$ cat config.mk
export PLATFORM = sky130hd
export DESIGN_NAME = load_store_unit
export DESIGN_NICKNAME = d
export VERILOG_FILES = /design/src/rtl/lsu_pkg.sv /design/src/rtl/lsu_align.sv /design/src/rtl/load_store_unit.sv
export SDC_FILE = /design/constraint.sdc
export NUM_CORES = 1
export LEC_CHECK = 0
export CAP_MARGIN = 20
export CORE_MARGIN = 4
export CORE_UTILIZATION = 35
export CTS_CLUSTER_SIZE = 30
export DETAILED_ROUTE_END_ITERATION = 8
export MAX_ROUTING_LAYER = met4
export PLACE_DENSITY_LB_ADDON = 0.12
export SLEW_MARGIN = 30
export SYNTH_ARGS = -nofsm -noshare
export SYNTH_HDL_FRONTEND = slang
export SYNTH_SLANG_ARGS = --single-unit
$ cat constraint.sdc
create_clock -name clk -period 5.2 [get_ports clk]
set_clock_uncertainty 0.05 [all_clocks]
set_input_delay 0.78 -clock clk [delete_from_list [all_inputs] [get_ports clk]]
set_output_delay 0.78 -clock clk [all_outputs]
set_load 0.01 [all_outputs]
$ cat src/rtl/lsu_pkg.sv
// Shared types for the load/store unit: access sizes, FSM states and
// a size-to-byte-count helper.
package lsu_pkg;

  typedef enum logic [1:0] {
    SIZE_BYTE  = 2'd0,
    SIZE_HALF  = 2'd1,
    SIZE_WORD  = 2'd2,
    SIZE_DWORD = 2'd3
  } access_size_t;

  typedef enum logic [2:0] {
    ST_IDLE,
    ST_ISSUE0,
    ST_WAIT0,
    ST_ISSUE1,
    ST_WAIT1,
    ST_RESPOND
  } lsu_state_t;

  function automatic logic [3:0] size_bytes(access_size_t s);
    return 4'd1 << s;
  endfunction

endpackage

$ cat src/rtl/lsu_align.sv
// Combinational lane steering: store data / byte-enable placement across two
// beats, and load extraction with sign/zero extension from two merged beats.
module lsu_align
  import lsu_pkg::*;
#(
  parameter int XLEN = 32
) (
  input  logic [$clog2(XLEN/8)-1:0] off,
  input  access_size_t              size,
  input  logic                      is_unsigned,
  input  logic [XLEN-1:0]           wdata,
  output logic [XLEN-1:0]           wdata0,
  output logic [XLEN-1:0]           wdata1,
  output logic [XLEN/8-1:0]         be0,
  output logic [XLEN/8-1:0]         be1,
  input  logic [XLEN-1:0]           rdata0,
  input  logic [XLEN-1:0]           rdata1,
  output logic [XLEN-1:0]           load_data
);

  localparam int NB   = XLEN / 8;
  localparam int OFFW = $clog2(NB);

  logic [OFFW+2:0]   sh;
  logic [2*XLEN-1:0] wide_w;
  logic [2*NB-1:0]   mask;
  logic [2*NB-1:0]   wide_be;
  logic [XLEN-1:0]   shifted;
  logic [XLEN-1:0]   ext_mask;
  logic              sign_bit;

  assign sh = {off, 3'b000};

  // Double-width shift: the upper half is whatever spills into the next beat.
  assign wide_w           = {{XLEN{1'b0}}, wdata} << sh;
  assign {wdata1, wdata0} = wide_w;
  assign wide_be          = mask << off;
  assign be0              = wide_be[NB-1:0];
  assign be1              = wide_be[2*NB-1:NB];

  assign shifted = XLEN'({rdata1, rdata0} >> sh);

  always_comb begin
    mask     = (2*NB)'(8'hFF);
    ext_mask = '1;
    sign_bit = 1'b0;
    case (size)
      SIZE_BYTE: begin
        mask     = (2*NB)'(8'h01);
        ext_mask = XLEN'(32'h0000_00FF);
        sign_bit = shifted[7];
      end
      SIZE_HALF: begin
        mask     = (2*NB)'(8'h03);
        ext_mask = XLEN'(32'h0000_FFFF);
        sign_bit = shifted[15];
      end
      SIZE_WORD: begin
        mask     = (2*NB)'(8'h0F);
        ext_mask = XLEN'(32'hFFFF_FFFF);
        sign_bit = shifted[31];
      end
      default: ;
    endcase
  end

  assign load_data = (shifted & ext_mask) | ((sign_bit && !is_unsigned) ? ~ext_mask : '0);

endmodule

$ cat src/rtl/load_store_unit.sv
// Load/store engine: accepts one core request, drives one or two bus beats
// (split at an XLEN boundary) and returns extended load data or a store ack.
module load_store_unit
  import lsu_pkg::*;
#(
  parameter int XLEN             = 32,
  parameter int ADDR_WIDTH       = 32,
  parameter bit ALLOW_MISALIGNED = 1'b1
) (
  input  logic                  clk,
  input  logic                  reset,
  input  logic                  req_valid,
  output logic                  req_ready,
  input  logic                  req_store,
  input  logic [1:0]            req_size,
  input  logic                  req_unsigned,
  input  logic [ADDR_WIDTH-1:0] req_address,
  input  logic [XLEN-1:0]       req_write_data,
  output logic                  resp_valid,
  output logic [XLEN-1:0]       resp_data,
  output logic                  resp_error,
  output logic                  mem_req,
  input  logic                  mem_gnt,
  output logic                  mem_we,
  output logic [ADDR_WIDTH-1:0] mem_address,
  output logic [XLEN-1:0]       mem_write_data,
  output logic [XLEN/8-1:0]     mem_byte_enable,
  input  logic                  mem_rvalid,
  input  logic [XLEN-1:0]       mem_read_data,
  input  logic                  mem_error
);

  localparam int NB   = XLEN / 8;
  localparam int OFFW = $clog2(NB);

  lsu_state_t            state_q, state_d;
  logic                  store_q, store_d;
  access_size_t          size_q, size_d;
  logic                  uns_q, uns_d;
  logic [ADDR_WIDTH-1:0] addr_q, addr_d;
  logic [XLEN-1:0]       wdata_q, wdata_d;
  logic [XLEN-1:0]       rdata0_q, rdata0_d;
  logic [XLEN-1:0]       rdata1_q, rdata1_d;
  logic                  split_q, split_d;
  logic                  err_q, err_d;
  logic                  req_ready_q, req_ready_d;
  logic                  mem_req_q, mem_req_d;
  logic                  beat1_q, beat1_d;
  logic                  resp_valid_q, resp_valid_d;

  access_size_t          in_size;
  logic [4:0]            in_span;
  logic                  in_cross, in_illegal;
  logic [ADDR_WIDTH-1:0] base_addr;
  logic [XLEN-1:0]       st_w0, st_w1, load_data;
  logic [NB-1:0]         be0, be1;

  assign in_size    = access_size_t'(req_size);
  assign in_span    = 5'(req_address[OFFW-1:0]) + 5'(size_bytes(in_size));
  assign in_cross   = in_span > 5'(NB);
  assign in_illegal = (in_size == SIZE_DWORD) && (XLEN < 64);

  always_comb begin
    state_d  = state_q;
    store_d  = store_q;
    size_d   = size_q;
    uns_d    = uns_q;
    addr_d   = addr_q;
    wdata_d  = wdata_q;
    rdata0_d = rdata0_q;
    rdata1_d = rdata1_q;
    split_d  = split_q;
    err_d    = err_q;
    case (state_q)
      ST_IDLE: if (req_valid && req_ready_q) begin
        store_d  = req_store;
        size_d   = in_size;
        uns_d    = req_unsigned;
        addr_d   = req_address;
        wdata_d  = req_write_data;
        rdata0_d = '0;
        rdata1_d = '0;
        split_d  = in_cross;
        err_d    = 1'b0;
        // Rejected requests never touch the bus.
        if (in_illegal || (in_cross && !ALLOW_MISALIGNED)) begin
          err_d   = 1'b1;
          state_d = ST_RESPOND;
        end else begin
          state_d = ST_ISSUE0;
        end
      end
      ST_ISSUE0: if (mem_gnt) state_d = ST_WAIT0;
      ST_WAIT0: if (mem_rvalid) begin
        rdata0_d = mem_read_data;
        if (mem_error) begin
          err_d   = 1'b1;
          state_d = ST_RESPOND;
        end else begin
          state_d = split_q ? ST_ISSUE1 : ST_RESPOND;
        end
      end
      ST_ISSUE1: if (mem_gnt) state_d = ST_WAIT1;
      ST_WAIT1: if (mem_rvalid) begin
        rdata1_d = mem_read_data;
        err_d    = mem_error;
        state_d  = ST_RESPOND;
      end
      ST_RESPOND: state_d = ST_IDLE;
      default:    state_d = ST_IDLE;
    endcase

    req_ready_d  = (state_d == ST_IDLE);
    mem_req_d    = (state_d == ST_ISSUE0) || (state_d == ST_ISSUE1);
    beat1_d      = (state_d == ST_ISSUE1);
    resp_valid_d = (state_d == ST_RESPOND);
  end

  always_ff @(posedge clk or negedge reset) begin
    if (!reset) begin
      state_q      <= ST_IDLE;
      store_q      <= 1'b0;
      size_q       <= SIZE_BYTE;
      uns_q        <= 1'b0;
      addr_q       <= '0;
      wdata_q      <= '0;
      rdata0_q     <= '0;
      rdata1_q     <= '0;
      split_q      <= 1'b0;
      err_q        <= 1'b0;
      req_ready_q  <= 1'b1;
      mem_req_q    <= 1'b0;
      beat1_q      <= 1'b0;
      resp_valid_q <= 1'b0;
    end else begin
      state_q      <= state_d;
      store_q      <= store_d;
      size_q       <= size_d;
      uns_q        <= uns_d;
      addr_q       <= addr_d;
      wdata_q      <= wdata_d;
      rdata0_q     <= rdata0_d;
      rdata1_q     <= rdata1_d;
      split_q      <= split_d;
      err_q        <= err_d;
      req_ready_q  <= req_ready_d;
      mem_req_q    <= mem_req_d;
      beat1_q      <= beat1_d;
      resp_valid_q <= resp_valid_d;
    end
  end

  lsu_align #(.XLEN(XLEN)) u_align (
    .off         (addr_q[OFFW-1:0]),
    .size        (size_q),
    .is_unsigned (uns_q),
    .wdata       (wdata_q),
    .wdata0      (st_w0),
    .wdata1      (st_w1),
    .be0         (be0),
    .be1         (be1),
    .rdata0      (rdata0_q),
    .rdata1      (rdata1_q),
    .load_data   (load_data)
  );

  // Beat 1 address wraps naturally at ADDR_WIDTH.
  assign base_addr = {addr_q[ADDR_WIDTH-1:OFFW], {OFFW{1'b0}}};

  assign req_ready       = req_ready_q;
  assign mem_req         = mem_req_q;
  assign mem_we          = mem_req_q & store_q;
  assign mem_address     = mem_req_q ? (beat1_q ? base_addr + ADDR_WIDTH'(NB) : base_addr) : '0;
  assign mem_write_data  = (mem_req_q && store_q) ? (beat1_q ? st_w1 : st_w0) : '0;
  assign mem_byte_enable = mem_req_q ? (beat1_q ? be1 : be0) : '0;
  assign resp_valid      = resp_valid_q;
  assign resp_error      = resp_valid_q & err_q;
  assign resp_data       = (resp_valid_q && !store_q && !err_q) ? load_data : '0;

endmodule

# Yosys cells after proc, flatten, opt, wreduce, memory -nomap -nowiden
# Cells that the tools add are included.
# Widths: inputs -> output; s select.
# classes
n_addsub	2
magnitude_cmp	1
eq_ne	14
shifts	4
mux	30
n_bitwise	5
reduce_logical	19
# ops
cell	count
$mux 32	8
$pmux 32 s2	3
$shl 32x5->64	1
$shr 64x5->32	1
$add 32x3->32 const B	1
$and 32x32->32	1
$not 32->32	1
$or 32x32->32	1
$mux 3	8
$pmux 8 s3	1
$pmux 3 s5	1
$eq 3x2->1 const B	3
$mux 4	2
$ne 2x2->1 const B	4
$shl 8x2->8	1
$eq 3x1->1 const B	2
$eq 3x3->1 const B	2
$logic_not 3->1	2
$pmux 1 s3	2
$reduce_and 3->1	2
$add 2x4->5	1
$gt 5x3->1 const B	1
$logic_and 1x1->1	5
$mux 1	5
other kinds (11)	16
# word_totals
regBits	141
input_bits	106
output_inout_bits	105
elab_cells	89

# Depth between registers and ports, before layout
# Gate-level depths: netlist of run 1.
# depth
depth_word	6
ltp_mapped	7
mapped_depth_nobuf	7

# Hierarchy
# Synthesis of run 1 repeated with hierarchy kept, for this count alone.
# unflattened
hier_cells	979
hier_area_um2	9024.9
# by_module_without_submodules
module	instances	cells_each	area_per_inst_um2	seq_area_each_um2
load_store_unit	1	673	7069.3	3529.6
lsu_align	1	306	1955.6	0.0

# Least setup slack after synthesis of run 1
# No wires, ideal clock.
# synth_path
path_kind	register to output
startpoint	reg addr_q[2]
endpoint	out mem_address[22]
t_arrival_ns	2.165
required_ns	4.370
path_slack_ns	2.205
path_stages_with_launch	7
path_buffers	1
path_cell_list	dfrtp_1 ha_1 nand4_4 or4_1 buf_2 or4_1 a21oi_1
# synth_between
elab_chain_cells	3
# synth_rtl
element	line_no	source
from (decl)	load_store_unit.sv:40	logic [ADDR_WIDTH-1:0] addr_q, addr_d;
from (signal assigned)	load_store_unit.sv:140	addr_q <= addr_d;
$add 32x3->32	load_store_unit.sv:173	assign mem_address = mem_req_q ? (beat1_q ? base_addr + ADDR_WIDTH'(NB) : base_addr) : '0;
$mux 32 (2 in series)	load_store_unit.sv:173	
to (decl)	load_store_unit.sv:25	output logic [ADDR_WIDTH-1:0] mem_address,
# No other way between the ends.

# Worst setup path in the final report of run 1
# layout_path
startpoint	reg addr_q[2]
endpoint	out mem_address[24]
# Same word-level chain as after synthesis.

==> flow_summary.ini, run 1 <==
[clocking]
post_cts_buffers = 0
worstSkewPairLatency_ns = 0.40
cts_htree_levels = 4
cts_sinks = 133
holdBufCountCts = 0
path_clk_slew_ns = 0.06
cts.repair.resized = 0
cts_tree = done
cts-buffers-inserted = 17
root_buffer = clkbuf_16
ctsLongestPathBuffers = 2

[route]
drtAntennaViolNets = 0
dr.first_iter.drc_count = 344
via_per_inst = 5.43
first_pass_iters = 4
avgRoutedWirePerCell_um = 19.1
drc = 0
routed-via-count = 6909
wl_um = 24300

[power]
total_power_mw = 6.12
internal_power_mw = 3.82
power.share.clock = 0.219
p_switching_mw = 2.29
p_seq_frac = 0.349
sw_frac_of_total = 0.375
power_per_cell_area_mw_per_mm2 = 560
comb_power_share = 0.432
p_leak_nw = 4.19
ir_drop_mv = 0.205

[synthesis]
syn_area_mm2 = 0.00798
syn_inst = 804
ys_seq_area_frac = 0.417
synth_top_family_by_area = multiplexers
yosys.area_share.simple = 0.137
synthAdderAreaFrac = 0.00721
ys.flop_type = dfrtp_1
ys.warnings.count = 0
async_reset_ff_frac = 1.00
ys_seq_elements = 133
synth.area.mux_share = 0.209
synth_xor_area_frac = 0.0121
synth_edf_count = 0
synth_compound_area_frac = 0.169
ys_types = 56
synth.avg_cell_area_um2 = 9.93

[timing]
period_share = 0.801
worstMarginPinSlew_ns = 0.949
tns_ns = 0
hold_violations = 0
relSlewSlack = 0.367
final-max-slew-violation-count = 0
rsz0062_at_grt = false
max_freq_mhz = 240
finalSetupViolCount = 0
setup_slack_ns = 1.03
finalWorstPathRequiredPeriod_ns = 4.17

[floorplan]
coreArea_mm2 = 0.0222
die_width_um = 159
io_pins = 211
num_rows = 54
initial_core_util = 0.360
dieHeight_um = 159
die_area_mm2 = 0.0253

[critical_path]
r2r_cells = 4
r2r_setup_slack_ns = 2.75
rr_startpoint = state_q[0]
crit_start = addr_q[2]
startpoint_type = flop
critPathRequiredTime_ns = 4.37
r2r_end = wdata_q[7]
critPathKind = reg -> out
crit_fanout = 17
arrival_ns = 3.34
crit_path_end = mem_address[24]
crit_path_end_kind = primary output

[layout]
drive_gt1_frac = 0.158
nFillCells = 2134
final_core_util = 0.493
design_area_mm2 = 0.0109
final_nets = 1090
areaGrowthSynthToFinish_pct = 36.9

[run]
cap_violations = 0

[placed_design]
io_buffer_count = 208
dp_hpwl_um = 17100
gp_congestion = 0.820
place_area_mm2 = 0.0103
pre_cts_ws_ns = 1.47

[global_routing]
antenna_found_initial = 1
gr-usage-all-layers = 0.198
grt_pass1_vias = 7236
grt_max_degree = 99
grt.overflow.total = 0
grt_pass1_wl_um = 39500

[outcome]
status = completed

[min_path]
hp-class = in -> async
[power groups by stage]
stage          Sequential [mW]  Clock, mW  Combinational, mW
5_1_grt                   2.23       1.41               2.94
6_report                  2.14       1.34               2.64
3_3_place_gp              2.14          0               2.63
4_1_cts                   2.14       1.37               2.67
2_1_floorplan             1.88          0               1.99
3_5_place_dp              2.15          0               2.66
[worst min-delay path by stage]
stage | from | to | slack (ns) | cells after the start
after global placement | rdata0_q[2] | rdata0_q[2] | 0.41 | 2
after CTS | rdata0_q[5] | rdata0_q[5] | 0.43 | 2
after global routing | reset | rdata0_q[2] | 0.46 | 1
final | reset | rdata0_q[2] | 0.40 | 1
after floorplan | rdata0_q[0] | rdata0_q[0] | 0.40 | 2
after detailed placement | rdata0_q[5] | rdata0_q[5] | 0.42 | 2
[synth_stat cells (all sizes together) (9+ instances only)]
| library cell | count | share of area |
|---|---|---|
| a21oi | 35 | 0.022 |
| nor3 | 14 | 0.0088 |
| a211oi | 10 | 0.0094 |
| dfrtp | 132 | 0.41 |
| nor2b | 11 | 0.0086 |
| or4 | 14 | 0.013 |
| mux2 | 73 | 0.10 |
| clkbuf | 39 | 0.018 |
| mux4 | 30 | 0.085 |
| nand2 | 98 | 0.046 |
| o21ai | 79 | 0.050 |
| a22o | 28 | 0.031 |
| o31ai | 12 | 0.011 |
| or3 | 9 | 0.0072 |
| inv | 33 | 0.016 |
| nor2 | 47 | 0.022 |
| mux2i | 17 | 0.021 |
| a22oi | 15 | 0.014 |
| buf | 23 | 0.014 |
[kinds of logic (layout without fill, tap and decap cells)]
| group | Yosys count | count (layout) |
|---|---|---|
| buffers and inverters | 97 | 284 |
| AND/OR/NAND/NOR | 228 | 228 |
| AO/OA/AOI/OAI | 210 | 210 |
| adder cells (fa/ha/maj) | 4 | 4 |
| flip-flops | 133 | 133 |
| XOR/XNOR | 11 | 11 |
| multiplexers | 120 | 120 |
| other | 1 | 3 |
[cells in the final DEF (no fill, tap or decap), drive strengths merged, types with 10 or more instances in the layout]
cell type,Yosys,final
clkdlybuf4s50,0,207
or4,14,14
clkbuf,39,25
buf,23,10
mux4,30,30
mux2i,17,17
a211oi,10,10
a22o,28,28
nor2,47,47
o31ai,12,12
nor3,14,14
mux2,73,73
nor2b,11,11
o21ai,79,79
dfrtp,132,132
a22oi,15,15
nand2,98,98
inv,33,33
a21oi,35,35
[sequential cells by signal, indices dropped and copies added, names as in the netlist, 2 cells and up]
register / cells
size_q: 2
rdata1_q: 24
rdata0_q: 32
state_q: 3
addr_q: 32
wdata_q: 32
[routing by layer]
layer	vias up	track usage	wire length, µm
met5	-	-	0
met4	0	0.0410	361
met3	24	0.0562	1460
met2	207	0.316	11500
met1	3383	0.254	11000
li1	3295	-	-
[metrics by stage]
step | std cells | hold WS (ns)
2_1_floorplan | 805 | 0.395
3_3_place_gp | 1240 | 0.412
3_5_place_dp | 1241 | 0.419
4_1_cts | 1272 | 0.431
5_1_grt | 1273 | 0.461
6_report | 1273 | 0.404
[area by class of cell]
class                           count  area, µm²  area share
Multi-Input combinational cell    575       4280       0.392
Antenna cell                        1       2.50    0.000229
Sequential cell                   133       3330       0.305
Timing Repair Buffer              218       2160       0.198
Clock buffer                       24        522      0.0477
Tap cell                          280        350      0.0321
Clock inverter                      7        140      0.0128
Inverter                           35        131      0.0120
[critical path: stages, from the launching register on]
cell	delay, ns
dfrtp_1	0.43
ha_1	0.24
nand4_4	0.15
or4_1	0.81
or4_1	0.58
a21oi_1	0.15
clkdlybuf4s50_1	0.56
Note: power is estimated with default switching activity, not from simulation.
==> run 2: changes to the inputs <==
==> constraint.sdc (replaced) <==
create_clock -name clk -period 3.5 [get_ports clk]
set_clock_uncertainty 0.05 [all_clocks]
set_input_delay 0.525 -clock clk [delete_from_list [all_inputs] [get_ports clk]]
set_output_delay 0.525 -clock clk [all_outputs]
set_load 0.01 [all_outputs]
==> run 2 against run 1 <==
Combinational power grew 56%. Worst hold slack lost 0.35 ns. Clock power grew 40%. Setup slack lost 0.96 ns. Highest routed layer unchanged. Utilization grew 0.90 points. Final area grew 1.8%.
==> flow_summary.ini, run 2 (same netlist as run 1, synthesis figures left out) <==
[timing]
period_share = 0.979
worstMarginPinSlew_ns = 0.705
max_freq_mhz = 292
hold_violations = 0
finalWorstPathRequiredPeriod_ns = 3.43
setup_slack_ns = 0.0723
relSlewSlack = 0.529
final-max-slew-violation-count = 0
finalSetupViolCount = 0
tns_ns = 0

[critical_path]
critPathKind = reg -> out
slowest_delay_ns = 0.61
critPathRequiredTime_ns = 2.92
crit_fanout = 9
cp_slowest_cell = or4_4
rr_startpoint = state_q[0]
startpoint_type = flop
crit_start = beat1_q
path_cells = nand3_4, or4_4, or4_1, a21oi_1, clkdlybuf4s50_1
arrival_ns = 2.85
crit_buf_inv = 1
crit_path_end_kind = primary output
critical-path-top-delay-family = simple AND/OR/NAND/NOR gates

[clocking]
cts-buffers-inserted = 17
cts_htree_levels = 4
cts_sinks = 133
root_buffer = clkbuf_16
holdBufCountCts = 0
ctsLongestPathBuffers = 2
cts_tree = done
worstSkewPairLatency_ns = 0.41
path_clk_slew_ns = 0.06

[floorplan]
die_width_um = 159
io_pins = 211
initial_core_util = 0.360
coreArea_mm2 = 0.0222
dieHeight_um = 159
die_area_mm2 = 0.0253
num_rows = 54

[min_path]
hp-class = in -> async

[route]
via_per_inst = 5.38
first_pass_iters = 4
drtAntennaViolNets = 0
wl_um = 24600
routed-via-count = 6991
drc = 0
avgRoutedWirePerCell_um = 18.9
dr.first_iter.drc_count = 375

[run]
cap_violations = 0

[layout]
layout_commonest_cell = clkdlybuf4s50_1
fin_cells = 1300
top_regs = addr_q (32), rdata0_q (32), wdata_q (32)
areaGrowthSynthToFinish_pct = 39.4
final_nets = 1117
layout_common_cells = clkdlybuf4s50_1 (197), dfrtp_1 (125), nand2_1 (98)
drive_gt1_frac = 0.190
nFillCells = 2092

[global_routing]
grt_pass1_vias = 7188
grt_max_degree = 66
grt_pass1_wl_um = 39300
grt.overflow.total = 0
antenna_found_initial = 1
gr-usage-all-layers = 0.198

[outcome]
status = completed

[placed_design]
pre_cts_ws_ns = 0.164
io_buffer_count = 208
place_inst = 1260
dp_hpwl_um = 17400
gp_congestion = 0.828

[power]
power_per_cell_area_mw_per_mm2 = 820
ir_drop_mv = 0.290
p_leak_nw = 4.33
==> run 2: changes by cell type in the layout (fill, tap and decap cells not counted), moves of 2 or more <==
cell             change
or4_1                -2
or4_4                +3
clkinvlp_4           +2
dfrtp_1              -5
dfrtp_2              +4
clkinv_4             +3
dlygate4sd2_1        +7
clkbuf_8             -5
clkdlybuf4s50_1     -10
buf_4               +25
==> run 2: metal layers <==
layer | vias to the layer above | part of all wire | track usage
li1 | 3344 | - | -
met1 | 3353 | 0.45 | 0.255
met2 | 252 | 0.45 | 0.298
met3 | 42 | 0.074 | 0.0629
met4 | 0 | 0.027 | 0.0635
met5 | - | 0 | -
==> run 2: repair_timing <==
item	CTS	global route
gates cloned	0	1
setup endpoints to repair	35	23
pin swaps	1	5
gates resized for setup	16	12
setup buffers	0	7
==> run 2: power by group <==
part | switching, mW | internal (mW)
sequential | 0.851 | 2.30
clock | 0.691 | 1.18
combinational | 1.94 | 2.17
==> run 2: worst paths after layout <==
check	endpoint	slack, ns	depth (start not counted)
max	mem_address[25]	0.07	5
min	rdata0_q[2]	0.06	1
max reg2reg	wdata_q[1]	1.21	4
min reg2reg	rdata0_q[2]	0.43	2
max in group asynchronous	addr_q[0]	2.53	2
min in group clk	rdata0_q[2]	0.43	2
==> run 2: final cells by class <==
type / instances / area [µm²] / area share
Multi-Input combinational cell: 576 / 4320 / 0.389
Sequential cell: 133 / 3340 / 0.300
Timing Repair Buffer: 244 / 2360 / 0.212
Clock buffer: 20 / 467 / 0.0419
Tap cell: 280 / 350 / 0.0315
Clock inverter: 11 / 151 / 0.0136
Inverter: 35 / 131 / 0.0118
Antenna cell: 1 / 2.50 / 0.000225
==> run 2: stage by stage <==
| step | utilization | hold WS, ns | cell area, µm² | power [mW] |
|---|---|---|---|---|
| global route | 0.502 | 0.0885 | 11100 | 9.84 |
| detailed placement | 0.470 | 0.425 | 10400 | 7.25 |
| CTS | 0.498 | 0.0760 | 11000 | 9.15 |
| floorplan | - | 0.179 | 7990 | 5.75 |
| global placement | 0.470 | 0.412 | 10400 | 7.19 |
| finish | 0.502 | 0.0570 | 11100 | 9.13 |
==> run 2: worst register-to-register path: stages, from the launching register on <==
cell and delay (ns):
dfrtp_1 0.47, nor2_1 0.29, and2_4 0.64, buf_4 0.38, mux2_2 0.37
==> run 3: changes to the inputs <==
--- a/config.mk
+++ b/config.mk
@@ -7,7 +7,7 @@
 export LEC_CHECK = 0
 export CAP_MARGIN = 20
 export CORE_MARGIN = 4
-export CORE_UTILIZATION = 35
+export CORE_UTILIZATION = 45
 export CTS_CLUSTER_SIZE = 30
 export DETAILED_ROUTE_END_ITERATION = 8
 export MAX_ROUTING_LAYER = met4
==> run 3 against run 2 <==
Non-clock buffer count increased by 4. Critical path depth increased by 1. Die area decreased by 21%. Critical path type unchanged. Critical endpoint is now mem_address[23].
==> flow_summary.ini, run 3 (same netlist as run 1, synthesis figures left out) <==
[outcome]
status = completed

[route]
first_pass_iters = 5
via_per_inst = 5.71
dr.first_iter.drc_count = 386
avgRoutedWirePerCell_um = 18.8
drtAntennaViolNets = 0
wl_um = 23500
drc = 0
routed-via-count = 7150

[layout]
layout_common_cells = clkdlybuf4s50_1 (195), dfrtp_1 (125), nand2_1 (98)
seqCellArea_mm2 = 0.00334
top_regs = addr_q (32), rdata0_q (32), wdata_q (32)
areaGrowthSynthToFinish_pct = 38.7
nFillCells = 1465
drive_gt1_frac = 0.192
final_nets = 1122
multi_input_area_mm2 = 0.00434
layout_commonest_cell = clkdlybuf4s50_1
design_area_mm2 = 0.0111
fin_cells = 1252

[placed_design]
gp_congestion = 0.831
place_inst = 1199
dp_hpwl_um = 16100
io_buffer_count = 208
place_area_mm2 = 0.0103

[floorplan]
die_area_mm2 = 0.0199
io_pins = 211
initial_core_util = 0.460
die_width_um = 141
dieHeight_um = 141
coreArea_mm2 = 0.0174
num_rows = 48

[critical_path]
crit_buf_inv = 2
slowest_delay_ns = 0.58
crit_path_end_kind = primary output
arrival_ns = 2.91
rr_startpoint = state_q[0]
critical-path-top-delay-family = simple AND/OR/NAND/NOR gates
critPathKind = reg -> out
cp_slowest_cell = clkdlybuf4s50_1
critPathRequiredTime_ns = 2.92
startpoint_type = flop
path_cells = nand4_1, buf_4, or2_2, or4_1, a21oi_1, clkdlybuf4s50_1
crit_start = addr_q[15]
crit_fanout = 14

[clocking]
cts_tree = done
worstSkewPairLatency_ns = 0.42
cts_sinks = 133
cts_htree_levels = 4
holdBufCountCts = 0
root_buffer = clkbuf_16
path_clk_slew_ns = 0.06
cts-buffers-inserted = 17
ctsLongestPathBuffers = 2

[timing]
tns_ns = 0
period_share = 0.996
finalSetupViolCount = 0
relSlewSlack = 0.532
final-max-slew-violation-count = 0
finalWorstPathRequiredPeriod_ns = 3.49
hold_violations = 0
max_freq_mhz = 287
worstMarginPinSlew_ns = 0.702

[global_routing]
grt_pass1_wl_um = 37300
grt_max_degree = 76
grt.overflow.total = 0
grt_pass1_vias = 7093
antenna_found_initial = 2
gr-usage-all-layers = 0.242

[run]
cap_violations = 0

[power]
ir_drop_mv = 0.454
power_per_cell_area_mw_per_mm2 = 809
p_leak_nw = 4.47
total_power_mw = 8.95

[min_path]
hp-class = in -> async
-- run 3: cell types whose count changed in the layout (fill, tap and decap cells not counted), sizes merged, moves of 2 or more --
| cell | before | now |
|---|---|---|
| dlymetal6s2s | 1 | 12 |
| dlygate4sd2 | 7 | 0 |
| clkbuf | 21 | 24 |
| buf | 37 | 41 |
| bufinv | 3 | 1 |
| clkdlybuf4s50 | 197 | 195 |
-- run 3: path summary, 6_finish.rpt --
check | to | cells past startpoint | slack (ns)
setup / recovery | mem_address[23] | 6 | 0.01
hold / removal | rdata0_q[10] | 1 | 0.05
setup reg to reg | wdata_q[6] | 4 | 1.22
hold reg to reg | rdata0_q[6] | 2 | 0.43
max in group asynchronous | addr_q[4] | 2 | 2.53
min in group clk | rdata0_q[6] | 2 | 0.43
-- run 3: final cells by class --
class | instances | area share
multi-input cells | 577 | 0.392
flip-flops and latches | 133 | 0.302
repair buffers | 248 | 0.219
clock buffers | 24 | 0.0426
well taps | 225 | 0.0254
inverters | 35 | 0.0119
clock inverters | 8 | 0.00689
diodes | 2 | 0.000452
-- run 3: stage by stage --
stage,utilization,hold WS [ns],worst slack [ns]
after CTS,0.632,0.0989,0.00142
after global placement,0.593,0.415,0.162
after detailed placement,0.593,0.421,0.116
after floorplan,-,0.179,0.760
after global routing,0.638,0.112,-0.106
final,0.638,0.0456,0.0126
-- run 3: timing repair --
item | CTS | global route
setup endpoints to repair | 18 | 34
gates resized for setup | 9 | 20
pin swaps | 5 | 3
gates cloned | 2 | 0
buffers inserted | 10 | 7
endpoints found under the hold margin | 0 | 0
-- run 3: worst reg2reg max path, delay by kind of cell, from the launching register on --
kind | cells | cell delay (ns)
mux | 1 | 0.38
simple gates | 2 | 0.88
flops | 1 | 0.47
buf+inv | 1 | 0.39
-- run 3: per-layer routing --
| layer | global-route usage | share of wire | up-vias |
|---|---|---|---|
| met5 | - | 0 | - |
| met4 | 0.0673 | 0.018 | 0 |
| met3 | 0.0628 | 0.063 | 35 |
| met2 | 0.361 | 0.47 | 245 |
| met1 | 0.330 | 0.45 | 3510 |
| li1 | - | - | 3360 |
-- run 3: power by group --
| part | total (mW) | internal [mW] | switching [mW] |
|---|---|---|---|
| Clock | 1.66 | 1.01 | 0.654 |
| Combinational | 4.17 | 2.19 | 1.98 |
| Sequential | 3.12 | 2.30 | 0.820 |
| Total | 8.95 | 5.50 | 3.45 |
